<file path="src/rtl/pwchk_lockout.sv">
// Consecutive-failure counter and timed lockout for the password checker.
// A deny that brings the count to MAX_FAILS starts a LOCK_CYCLES lockout,
// and the count clears when the lockout ends.
module pwchk_lockout #(
   parameter int MAX_FAILS   = 3,
   parameter int LOCK_CYCLES = 16,
   parameter int FC_W        = $clog2(MAX_FAILS + 1)
) (
   input  logic            clk,
   input  logic            rst_n,
   input  logic            grant_i,
   input  logic            deny_i,
   output logic [FC_W-1:0] fail_count_o,
   output logic            lock_start_o,
   output logic            locked_o,
   output logic            lock_end_o
);

   localparam int LW = $clog2(LOCK_CYCLES + 1);

   logic [FC_W-1:0] fail_count_q;
   logic [LW-1:0]   lock_cnt_q;
   logic            locked_q;

   // The deny that reaches the limit starts the lockout on the following edge.
   assign lock_start_o = deny_i && ((fail_count_q + 1'b1) == FC_W'(MAX_FAILS));
   // Last locked cycle: the checker leaves LOCKED on this edge.
   assign lock_end_o   = locked_q && (lock_cnt_q == LW'(1));
   assign locked_o     = locked_q;
   assign fail_count_o = fail_count_q;

   // Fail counter and lockout down-counter.
   always_ff @(posedge clk or negedge rst_n) begin
      if (!rst_n) begin
         fail_count_q <= '0;
         lock_cnt_q   <= '0;
         locked_q     <= 1'b0;
      end else begin
         if (grant_i) begin
            fail_count_q <= '0;
         end else if (deny_i) begin
            fail_count_q <= fail_count_q + 1'b1;
         end
         if (lock_start_o) begin
            locked_q   <= 1'b1;
            lock_cnt_q <= LW'(LOCK_CYCLES);
         end else if (locked_q) begin
            if (lock_cnt_q == LW'(1)) begin
               locked_q     <= 1'b0;
               lock_cnt_q   <= '0;
               fail_count_q <= '0;
            end else begin
               lock_cnt_q <= lock_cnt_q - 1'b1;
            end
         end
      end
   end

endmodule

</file>
<file path="config.mk">
export PLATFORM = sky130hd
export DESIGN_NAME = pwchk_lockout
export DESIGN_NICKNAME = d
export VERILOG_FILES = /design/src/rtl/pwchk_lockout.sv
export SDC_FILE = /design/constraint.sdc
export NUM_CORES = 1
export LEC_CHECK = 0
export BUFFER_PORTS_ARGS = -buffer_cell sky130_fd_sc_hd__buf_2
export CORE_AREA = 2 2 39 41
export DETAILED_ROUTE_END_ITERATION = 8
export DIE_AREA = 0 0 41 43
export HOLD_SLACK_MARGIN = 0.12
export RECOVER_POWER = 100
export REMOVE_ABC_BUFFERS = 1
export SLEW_MARGIN = 10
export SYNTH_ARGS = -nofsm -noshare
export SYNTH_HDL_FRONTEND = slang
export SYNTH_SLANG_ARGS = --single-unit
</file>
<file path="constraint.sdc">
create_clock -name clk -period 1.7 [get_ports clk]
set_clock_uncertainty 0.05 [all_clocks]
set_input_delay 0.17 -clock clk [delete_from_list [all_inputs] [get_ports clk]]
set_output_delay 0.17 -clock clk [all_outputs]
set_load 0.02 [all_outputs]
</file>
==> run metrics, run 1 <==
status=finished clean; area delta synth->final=24.6%; crit path DAT=around 1400 ps; diodes inserted=0; RSZ-0062 raised after global routing=no; Vias per Instance=roughly 5; gr ovfl total=0; routed wl met3=42 um; DRC errors left=0; clk root buf=clkbuf_4; Final Cycle Share=93.8%; max_cap viols=0; first-pass GRT wire length=about 1500 um; 1st-pass router iterations=2; chip width=approximately 40 um; CTS Buf Count=3; Max-slew headroom=between 60% and 70%; CTS tree=done; final instance area=between 500 and 600 sq um; CTS Buffer Depth=2; clk slew on worst S/H paths=about 50 ps; Critical R2R Launch=fail_count_o[0]; R2R depth=5; WL/cell=12.5 um; share of cells above drive strength 1=20.3%; clock sink count=8; initial DRC count=3; final hold violation count=0; R2R setup slack=around 130 ps; RR Endpoint=fail_count_o[1]; Die H=43 um; minimum clock period=between 1500 and 2000 ps; min-delay worst type=input port to asynchronous set/reset pin; Mapped Area=between 400 and 500 sq um; pin count of the biggest net entering global routing=10; critical path class=flop to primary output; Port Buffers=8; Routability Congestion=0.649; initial cell density of the core=32.7%; Final Max Tran Viols=0; Req. time, crit path=between 1000 and 1500 ps; worst slew pin tran=about 480 ps; DR WL met2=a little under 500 um; Final Non-Filler Cells=75; Tot GR Track Use=13.4%; CP max FO=8; Detailed Place HPWL=~690 um; H-tree Lvls=1; number of warnings issued by yosys=0; Vias=slightly below 400; Rows=14; initial antenna violation count=0; Pleak=0.249 nW; Max Used Layer=met4; Worst-Skew Late Latency=around 250 ps; fill cell count=143; Final TNS setup=0 ps; placed cell area=approximately 510 sq um; VDD IR max=slightly above 800 uV; M1 WL=slightly below 400 um; Critical path origin=fail_count_o[0]; Mapped Avg Cell Area=around 10 sq um; Crit. End Element=primary output; Distinct cells, synth=23; Net count, final=slightly below 70; Antenna Violating Nets Remaining=0; vias in the first global route=338; pwr dens=about 1600 mW/mm^2; synthesized instance count=44; max frequency=around 0.63 GHz; # setup viols final=0; final wirelength=approximately 940 um; flops & latches, synth=8; placed cell count=67; die footprint=roughly 0.0018 sq mm; CP startpoint kind=flop; sequential-to-total area share from yosys stat=between 40% and 50%; I/O pin cnt=9; core box area=~0.0014 sq mm
metrics by stage:
step	util, %	hold WS, ps	power, mW	setup slack, ps
2_1_floorplan	-	-176	0.646	128
3_3_place_gp	36.7	-24.9	0.747	198
3_5_place_dp	36.7	-24.1	0.755	187
4_1_cts	40.5	235	0.908	76.2
5_1_grt	40.8	398	0.992	9.34
6_report	40.8	323	0.909	105
layout make-up:
cell class,count,area [sq um],share of cell area [%]
sequential,8,200,35.5
inverter,4,15.0,2.66
timing repair buffer,13,80.1,14.2
clock buffer,3,22.5,3.99
tap,16,20.0,3.55
multi-input combinational,31,226,40.1
sequential cells by signal (all words and copies together), names as in the netlist:
| signal | cells |
|---|---|
| fail_count_o | 2 |
| locked_o | 1 |
| lock_cnt_q | 5 |
worst max path at each step:
| stage | to | slack, ps |
|---|---|---|
| 6_report | lock_start_o | 110 |
| 5_1_grt | lock_start_o | 9 |
| 4_1_cts | lock_end_o | 80 |
| 3_5_place_dp | fail_count_o[0] | 190 |
| 3_3_place_gp | fail_count_o[0] | 200 |
| 2_1_floorplan | fail_count_o[0] | 130 |
critical path: stages, from the launching register on:
cell	delay, ps
dfrtp_1	400
inv_1	70
ha_1	130
and2_1	290
buf_2	230
cell usage after synthesis, drive strengths merged:
library cell,instances,area [sq um]
dfrtp,8,200
nand2b,5,33.8
inv,4,15.0
a21oi,3,15.0
ha,3,37.5
nand2,2,7.51
nand3b,2,15.0
nor2,2,7.51
nor3,2,10.0
a2111oi,1,15.0
a21o,1,7.51
and2,1,6.26
buf,1,5.00
mux2,1,11.3
nand3,1,5.00
nor4,1,12.5
nor4b,1,8.76
o2111ai,1,8.76
o21ai,1,5.00
or4,1,7.51
or4b,1,10.0
xnor2,1,8.76
report_power, final:
part	switching (mW)	internal (mW)	leakage, nW
Sequential	0.0960	0.271	0.0972
Clock	0.0642	0.0808	0.0138
Combinational	0.203	0.195	0.138
Total	0.363	0.546	0.249
routing by layer:
metal | track usage (%) | up-vias
met5 | 0 | -
met4 | 6.00 | 0
met1 | 15.7 | 191
met2 | 19.1 | 5
met3 | 7.85 | 2
li1 | - | 187
layout by cell type, fill, tap and decap left out:
master | synthesis | final
nor3_1 | 2 | 2
and2_1 | 1 | 1
or4b_1 | 1 | 1
nor4b_1 | 1 | 1
nand2b_1 | 4 | 4
or4_1 | 1 | 1
nor2_1 | 2 | 2
clkbuf_4 | 0 | 4
inv_1 | 4 | 4
nor4_2 | 1 | 1
ha_1 | 3 | 3
a2111oi_0 | 0 | 1
o21ai_0 | 1 | 1
buf_4 | 0 | 1
xnor2_1 | 1 | 1
nand2_1 | 2 | 2
o2111ai_1 | 1 | 1
dlygate4sd3_1 | 0 | 3
nand3b_1 | 2 | 2
buf_2 | 1 | 4
nand2b_2 | 1 | 1
mux2_2 | 1 | 1
a21o_1 | 1 | 1
nand3_1 | 1 | 1
a21oi_1 | 3 | 3
clkbuf_1 | 0 | 4
dfrtp_1 | 8 | 8
kinds of logic (layout without fill, tap and decap cells):
group | Yosys count | count (layout) | synth area share, %
AOI/OAI and AO/OA | 7 | 7 | 11.3
xor gates and xnor gates | 1 | 1 | 1.93
adders and majority gates | 3 | 3 | 8.29
buffers and inverters | 5 | 20 | 4.42
DFF | 8 | 8 | 44.2
muxes | 1 | 1 | 2.49
and+or+nand+nor | 19 | 19 | 27.3
timing repair:
action | 4_1_cts | 5_1_grt
endpoints found under the setup margin | 0 | 1
hold buffers | 3 | 0
setup buffers | 0 | 2
hold endpoints to repair | 10 | 0
resized for setup | 0 | 0
Power figures use the tool's default switching activity.
==> run 2, diff against run 1 <==
--- a/config.mk
+++ b/config.mk
@@ -5,10 +5,12 @@
 export SDC_FILE = /design/constraint.sdc
 export NUM_CORES = 1
 export LEC_CHECK = 0
+export ABC_AREA = 1
 export BUFFER_PORTS_ARGS = -buffer_cell sky130_fd_sc_hd__buf_2
-export CORE_AREA = 2 2 39 41
+export CORE_MARGIN = 2
+export CORE_UTILIZATION = 35
+export CTS_BUF_LIST = sky130_fd_sc_hd__clkbuf_8
 export DETAILED_ROUTE_END_ITERATION = 8
-export DIE_AREA = 0 0 41 43
 export HOLD_SLACK_MARGIN = 0.12
 export RECOVER_POWER = 100
 export REMOVE_ABC_BUFFERS = 1
==> run metrics, run 2 <==
Net Sw Frac=42.0% (+2.1 points); min-delay worst type=input port to flop; minimum clock period=1520 ps (-79.1 ps); clk root buf=clkbuf_8; initial antenna violation count=0 (unchanged); flops & latches, synth=8 (unchanged); Rows=13 (-1); crit path DAT=1300 ps (-70 ps); critical path class=flop to primary output; VDD IR max=802 uV (-2.1%); final wirelength=857 um (-8.3%); CTS tree=done; Largest register FFs=5 (unchanged); ys flop type=dfrtp_1; Final Cycle Share=89.2% (-4.7 points); Clock power frac=22.0% (+6.1 points); gr ovfl total=0 (unchanged); Vias per Instance=4.61 (-10%); pin count of the biggest net entering global routing=9 (-1); Detailed Place HPWL=660 um (-3.7%); clock sink count=8 (unchanged); DRC errors left=0 (unchanged); Mapped Avg Cell Area=8.21 sq um (-20%); area delta synth->final=21.7%; # setup viols final=0 (unchanged); post-CTS setup repair buffer count=0 (unchanged); chip width=40.6 um (-1.1%); combinational share of power=41.4% (-2.3 points); final hold slack=136 ps (-187 ps); Critical R2R Launch=fail_count_o[0]; Net count, final=78 (+15%); most common cell after layout, fill and taps aside=nand2_1; CP max FO=3 (-5); most frequent cell after synthesis=nand2_1; vias in the first global route=351 (+3.8%); Pleak=0.296 nW (+19%); CP startpoint kind=flop; Flop pwr share=36.7% (-3.6 points); Commonest cells post-synth=nand2_1 (11), dfrtp_1 (8), inv_1 (8), nor2_1 (5), nand3_1 (4); synthesized instance count=57 (+30%); initial DRC count=4 (+1); die footprint=0.00165 sq mm (-6.7%); Worst-Skew Late Latency=230 ps (-20 ps); number of warnings issued by yosys=0 (unchanged); status=finished clean; 1st-pass router iterations=2 (unchanged); Final Non-Filler Cells=84 (+12%); Mapped Area=468 sq um (+3.3%); core box area=0.00127 sq mm (-8.3%); pwr dens=1810 mW/mm^2 (+12%); FFs w/ async S/R, synth=100% (unchanged); Post-synth EDFFs=0 (unchanged); WL/cell=10.2 um (-18%); sequential-to-total area share from yosys stat=42.8% (-1.4 points); Distinct cells, synth=18 (-22%); I/O pin cnt=9 (unchanged); max frequency=0.660 GHz (+5.2%); Req. time, crit path=1480 ps (about the same); Routability Congestion=0.690 (+6.4%); H-tree Lvls=1 (unchanged); Tot GR Track Use=14.1% (+0.65 points); final hold violation count=0 (unchanged); first-pass GRT wire length=1410 um (-5.5%); internal portion of total power=0.597 mW (+9.3%); Final TNS setup=0 ps (unchanged); Critical path origin=lock_cnt_q[1]; initial cell density of the core=36.9% (+4.2 points); Antenna Violating Nets Remaining=0 (unchanged); Max-slew headroom=69.7% (+1.8 points); Vias=387 (+0.52%); share of cells above drive strength 1=15.9% (-4.4 points); max_cap viols=0 (unchanged); placed cell count=80 (+19%); clk slew on worst S/H paths=40 ps (about the same); CTS Buf Count=3 (unchanged); RSZ-0062 raised after global routing=no; CTS Buffer Depth=2 (unchanged); diodes inserted=0 (unchanged); Die H=40.6 um (-5.7%); Hold Crit Start=grant_i; worst slew pin tran=454 ps (-20.8 ps); Port Buffers=8 (unchanged); post-synth top area share=42.8% (-1.4 points); most frequent cells in the layout=nand2_1 (12), inv_1 (9), dfrtp_1 (8); Top reg by flops=lock_cnt_q; fill cell count=138 (-3.5%); Crit. End Element=primary output; Final Max Tran Viols=0 (unchanged); biggest area consumer among synthesized cells=dfrtp_1; synth top area cells=dfrtp_1 (43%), nand2_1 (8.8%), ha_1 (8.0%); Sw Pwr=0.432 mW (+19%)
==> run 2: metrics by stage <==
step	instance area (sq um)	setup slack (ps)	utilization [%]	power (mW)
floorplan	468	420	-	0.709
global placement	527	453	41.5	0.810
detailed placement	527	425	41.5	0.817
CTS	578	180	45.6	1.06
global route	569	92.3	44.9	1.14
finish	569	184	44.9	1.03
==> run 2: final timing paths <==
| path | slack (ps) | endpoint | depth (start not counted) |
|---|---|---|---|
| min | 140 | fail_count_o[1] | 4 |
| max reg2reg | 440 | lock_cnt_q[0] | 7 |
| min reg2reg | 480 | lock_cnt_q[0] | 1 |
| min in group asynchronous | 360 | lock_cnt_q[0] | 2 |
| max | 180 | lock_end_o | 7 |
| max in group asynchronous | 920 | lock_cnt_q[1] | 2 |
==> run 2: critical path, cell delays in order (launching register included) <==
cell and delay (ps):
dfrtp_1 380, inv_1 80, ha_1 140, inv_1 50, nor2_4 100, nand2_2 60, nor2_1 80, clkbuf_2 170
==> run 2: layout make-up <==
| cell class | instances | area (sq um) | area share [%] |
|---|---|---|---|
| Multi-Input combinational cell | 39 | 228 | 40.0 |
| Clock buffer | 3 | 41.3 | 7.25 |
| Inverter | 10 | 37.5 | 6.59 |
| Timing Repair Buffer | 9 | 43.8 | 7.69 |
| Tap cell | 15 | 18.8 | 3.30 |
| Sequential cell | 8 | 200 | 35.2 |
==> run 2: power groups by stage <==
stage | Sequential [mW] | Combinational [mW] | Clock [mW]
global placement | 0.380 | 0.430 | 0
global route | 0.392 | 0.496 | 0.250
CTS | 0.379 | 0.442 | 0.236
floorplan | 0.385 | 0.324 | 0
detailed placement | 0.380 | 0.437 | 0
finish | 0.377 | 0.426 | 0.226
==> run 2: metal layers <==
layer | routed length [um] | track usage, %
met5 | 0 | 0
met4 | 0 | 7.50
met3 | 19 | 6.67
met2 | 435 | 22.2
met1 | 402 | 15.4
==> run 2: timing repair <==
| action | CTS | global route |
|---|---|---|
| hold buffers | 1 | 0 |
| endpoints found under the hold margin | 8 | 0 |
| resized for setup | 0 | 0 |
==> run 2: kinds of logic (layout without fill, tap and decap cells) <==
| family | count (synthesis) | after routing | synth area share [%] |
|---|---|---|---|
| AND/OR/NAND/NOR | 27 | 27 | 29.4 |
| buffers and inverters | 10 | 22 | 8.02 |
| flip-flops | 8 | 8 | 42.8 |
| AO/OA/AOI/OAI | 7 | 7 | 8.02 |
| adder cells (fa/ha/maj) | 3 | 3 | 8.02 |
| XOR/XNOR | 2 | 2 | 3.74 |
==> run 3, diff against run 2 <==
--- a/config.mk
+++ b/config.mk
@@ -12,6 +12,7 @@
 export CTS_BUF_LIST = sky130_fd_sc_hd__clkbuf_8
 export DETAILED_ROUTE_END_ITERATION = 8
 export HOLD_SLACK_MARGIN = 0.12
+export PLACE_DENSITY = 0.55
 export RECOVER_POWER = 100
 export REMOVE_ABC_BUFFERS = 1
 export SLEW_MARGIN = 10
==> run metrics, run 3 (synthesis results as in run 2) <==
most frequent cells in the layout=nand2_1 (12), inv_1 (9), dfrtp_1 (8); Largest register FFs=5 (unchanged); Top reg by flops=lock_cnt_q; Pleak=0.296 nW (about the same); die footprint=0.00165 sq mm (unchanged); Worst-Skew Late Latency=230 ps (about the same); Antenna Violating Nets Remaining=0 (unchanged); critical path class=flop to primary output; vias in the first global route=356 (+1.4%); post-CTS setup repair buffer count=0 (unchanged); initial antenna violation count=0 (unchanged); share of cells above drive strength 1=15.9% (unchanged); chip width=40.6 um (unchanged); internal portion of total power=0.593 mW (-0.70%); CTS-repair resized insts=0 (unchanged); CTS Buffer Depth=2 (unchanged); most common cell after layout, fill and taps aside=nand2_1; diodes inserted=0 (unchanged); gr ovfl total=0 (unchanged); minimum clock period=1530 ps (+17.2 ps); Port Buffers=8 (unchanged); core box area=0.00127 sq mm (unchanged); VDD IR max=606 uV (-24%); min-delay worst type=input port to flop; initial DRC count=9 (+5); pin count of the biggest net entering global routing=9 (unchanged); Rows=13 (unchanged); Vias=395 (+2.1%); WL/cell=10.7 um (+4.6%); initial cell density of the core=36.9% (unchanged); 1st-pass router iterations=4 (+2); Net count, final=78 (unchanged); Detailed Place HPWL=689 um (+4.3%); placed cell count=80 (unchanged); footprint of the multi-input gates=228 sq um (unchanged); final hold violation count=0 (unchanged); CTS tree=done; clock sink count=8 (unchanged); Flop pwr share=36.9% (+0.2 points); area delta synth->final=21.7% (unchanged); # setup viols final=0 (unchanged); clk root buf=clkbuf_8; status=finished clean; pwr dens=1810 mW/mm^2 (about the same); clk slew on worst S/H paths=40 ps (about the same); I/O pin cnt=9 (unchanged); RSZ-0062 raised after global routing=no; Clock power frac=22.2% (+0.2 points); sequential standard cell area=200 sq um (unchanged); crit path DAT=1310 ps (about the same); CTS Buf Count=3 (unchanged); CP startpoint kind=flop; Final Max Tran Viols=0 (unchanged); Final Cycle Share=90.2% (+1.0 points); Final TNS setup=0 ps (unchanged); fill cell count=143 (+3.6%); combinational share of power=41.0% (-0.4 points); Crit. End Element=primary output; Die H=40.6 um (unchanged); Sw Pwr=0.437 mW (+0.98%); Routability Congestion=0.650 (-5.9%); Max-slew headroom=69.1% (-0.64 points); Req. time, crit path=1480 ps (about the same); worst slew pin tran=464 ps (+9.54 ps); Vias per Instance=4.70 (+2.1%); Net Sw Frac=42.4% (+0.41 points); first-pass GRT wire length=1460 um (+3.4%); DRC errors left=0 (unchanged); Final Non-Filler Cells=84 (unchanged); Tot GR Track Use=14.5% (+0.42 points); max frequency=0.652 GHz (-1.1%); CP max FO=3 (unchanged); final wirelength=896 um (+4.6%); H-tree Lvls=1 (unchanged); max_cap viols=0 (unchanged)
-- run 3: cell count changes in the layout (fill, tap and decap cells not counted) --
cell	change
o21ai_0	+2
o21ai_1	-2
-- run 3: power groups by stage --
stage / Combinational [mW] / Clock (mW) / Sequential, mW
finish: 0.422 / 0.228 / 0.380
global route: 0.493 / 0.244 / 0.391
CTS: 0.445 / 0.234 / 0.379
detailed placement: 0.440 / 0 / 0.381
global placement: 0.429 / 0 / 0.381
floorplan: 0.324 / 0 / 0.385
-- run 3: layout make-up --
class | instances | area share (%)
multi-input cells | 39 | 40.0
flip-flops and latches | 8 | 35.2
repair buffers | 9 | 7.69
clock buffers | 3 | 7.25
inverters | 10 | 6.59
well taps | 15 | 3.30
-- run 3: stage by stage --
step	power (mW)	utilization (%)	hold slack, ps	setup WS [ps]	cell area [sq um]
after floorplan	0.709	-	-176	420	468
after global placement	0.810	41.5	-21.5	438	527
after detailed placement	0.822	41.5	-20.5	419	527
after CTS	1.06	45.6	137	171	578
after global routing	1.13	44.9	173	70.3	569
final	1.03	44.9	136	167	569
-- run 3: final timing paths --
| path | startpoint | endpoint | slack, ps | cells past startpoint |
|---|---|---|---|---|
| hold reg to reg | lock_cnt_q[0] | lock_cnt_q[0] | 480 | 1 |
| max in group asynchronous | rst_n | lock_cnt_q[0] | 930 | 2 |
| min in group asynchronous | rst_n | lock_cnt_q[1] | 350 | 2 |
| setup / recovery | lock_cnt_q[1] | lock_end_o | 170 | 7 |
| hold / removal | grant_i | fail_count_o[1] | 140 | 4 |
| setup reg to reg | fail_count_o[0] | lock_cnt_q[3] | 420 | 7 |
-- run 3: routing by layer --
metal  GRT usage [%]  part of all wire, %
met1            17.3                   46
met2            21.4                   49
met3            10.0                  4.8
met4            2.50                    0
met5               0                    0
-- run 3: timing repair --
action                                  4_1_cts  5_1_grt
hold buffers                                  1        0
endpoints found under the setup margin        0        0
endpoints found under the hold margin         8        0
-- run 3: worst max-delay path, stage by stage, from the launching register on --
cell and delay [ps]:
dfrtp_1 390, inv_1 80, ha_1 140, inv_1 60, nor2_4 100, nand2_2 70
nor2_1 80, clkbuf_2 170
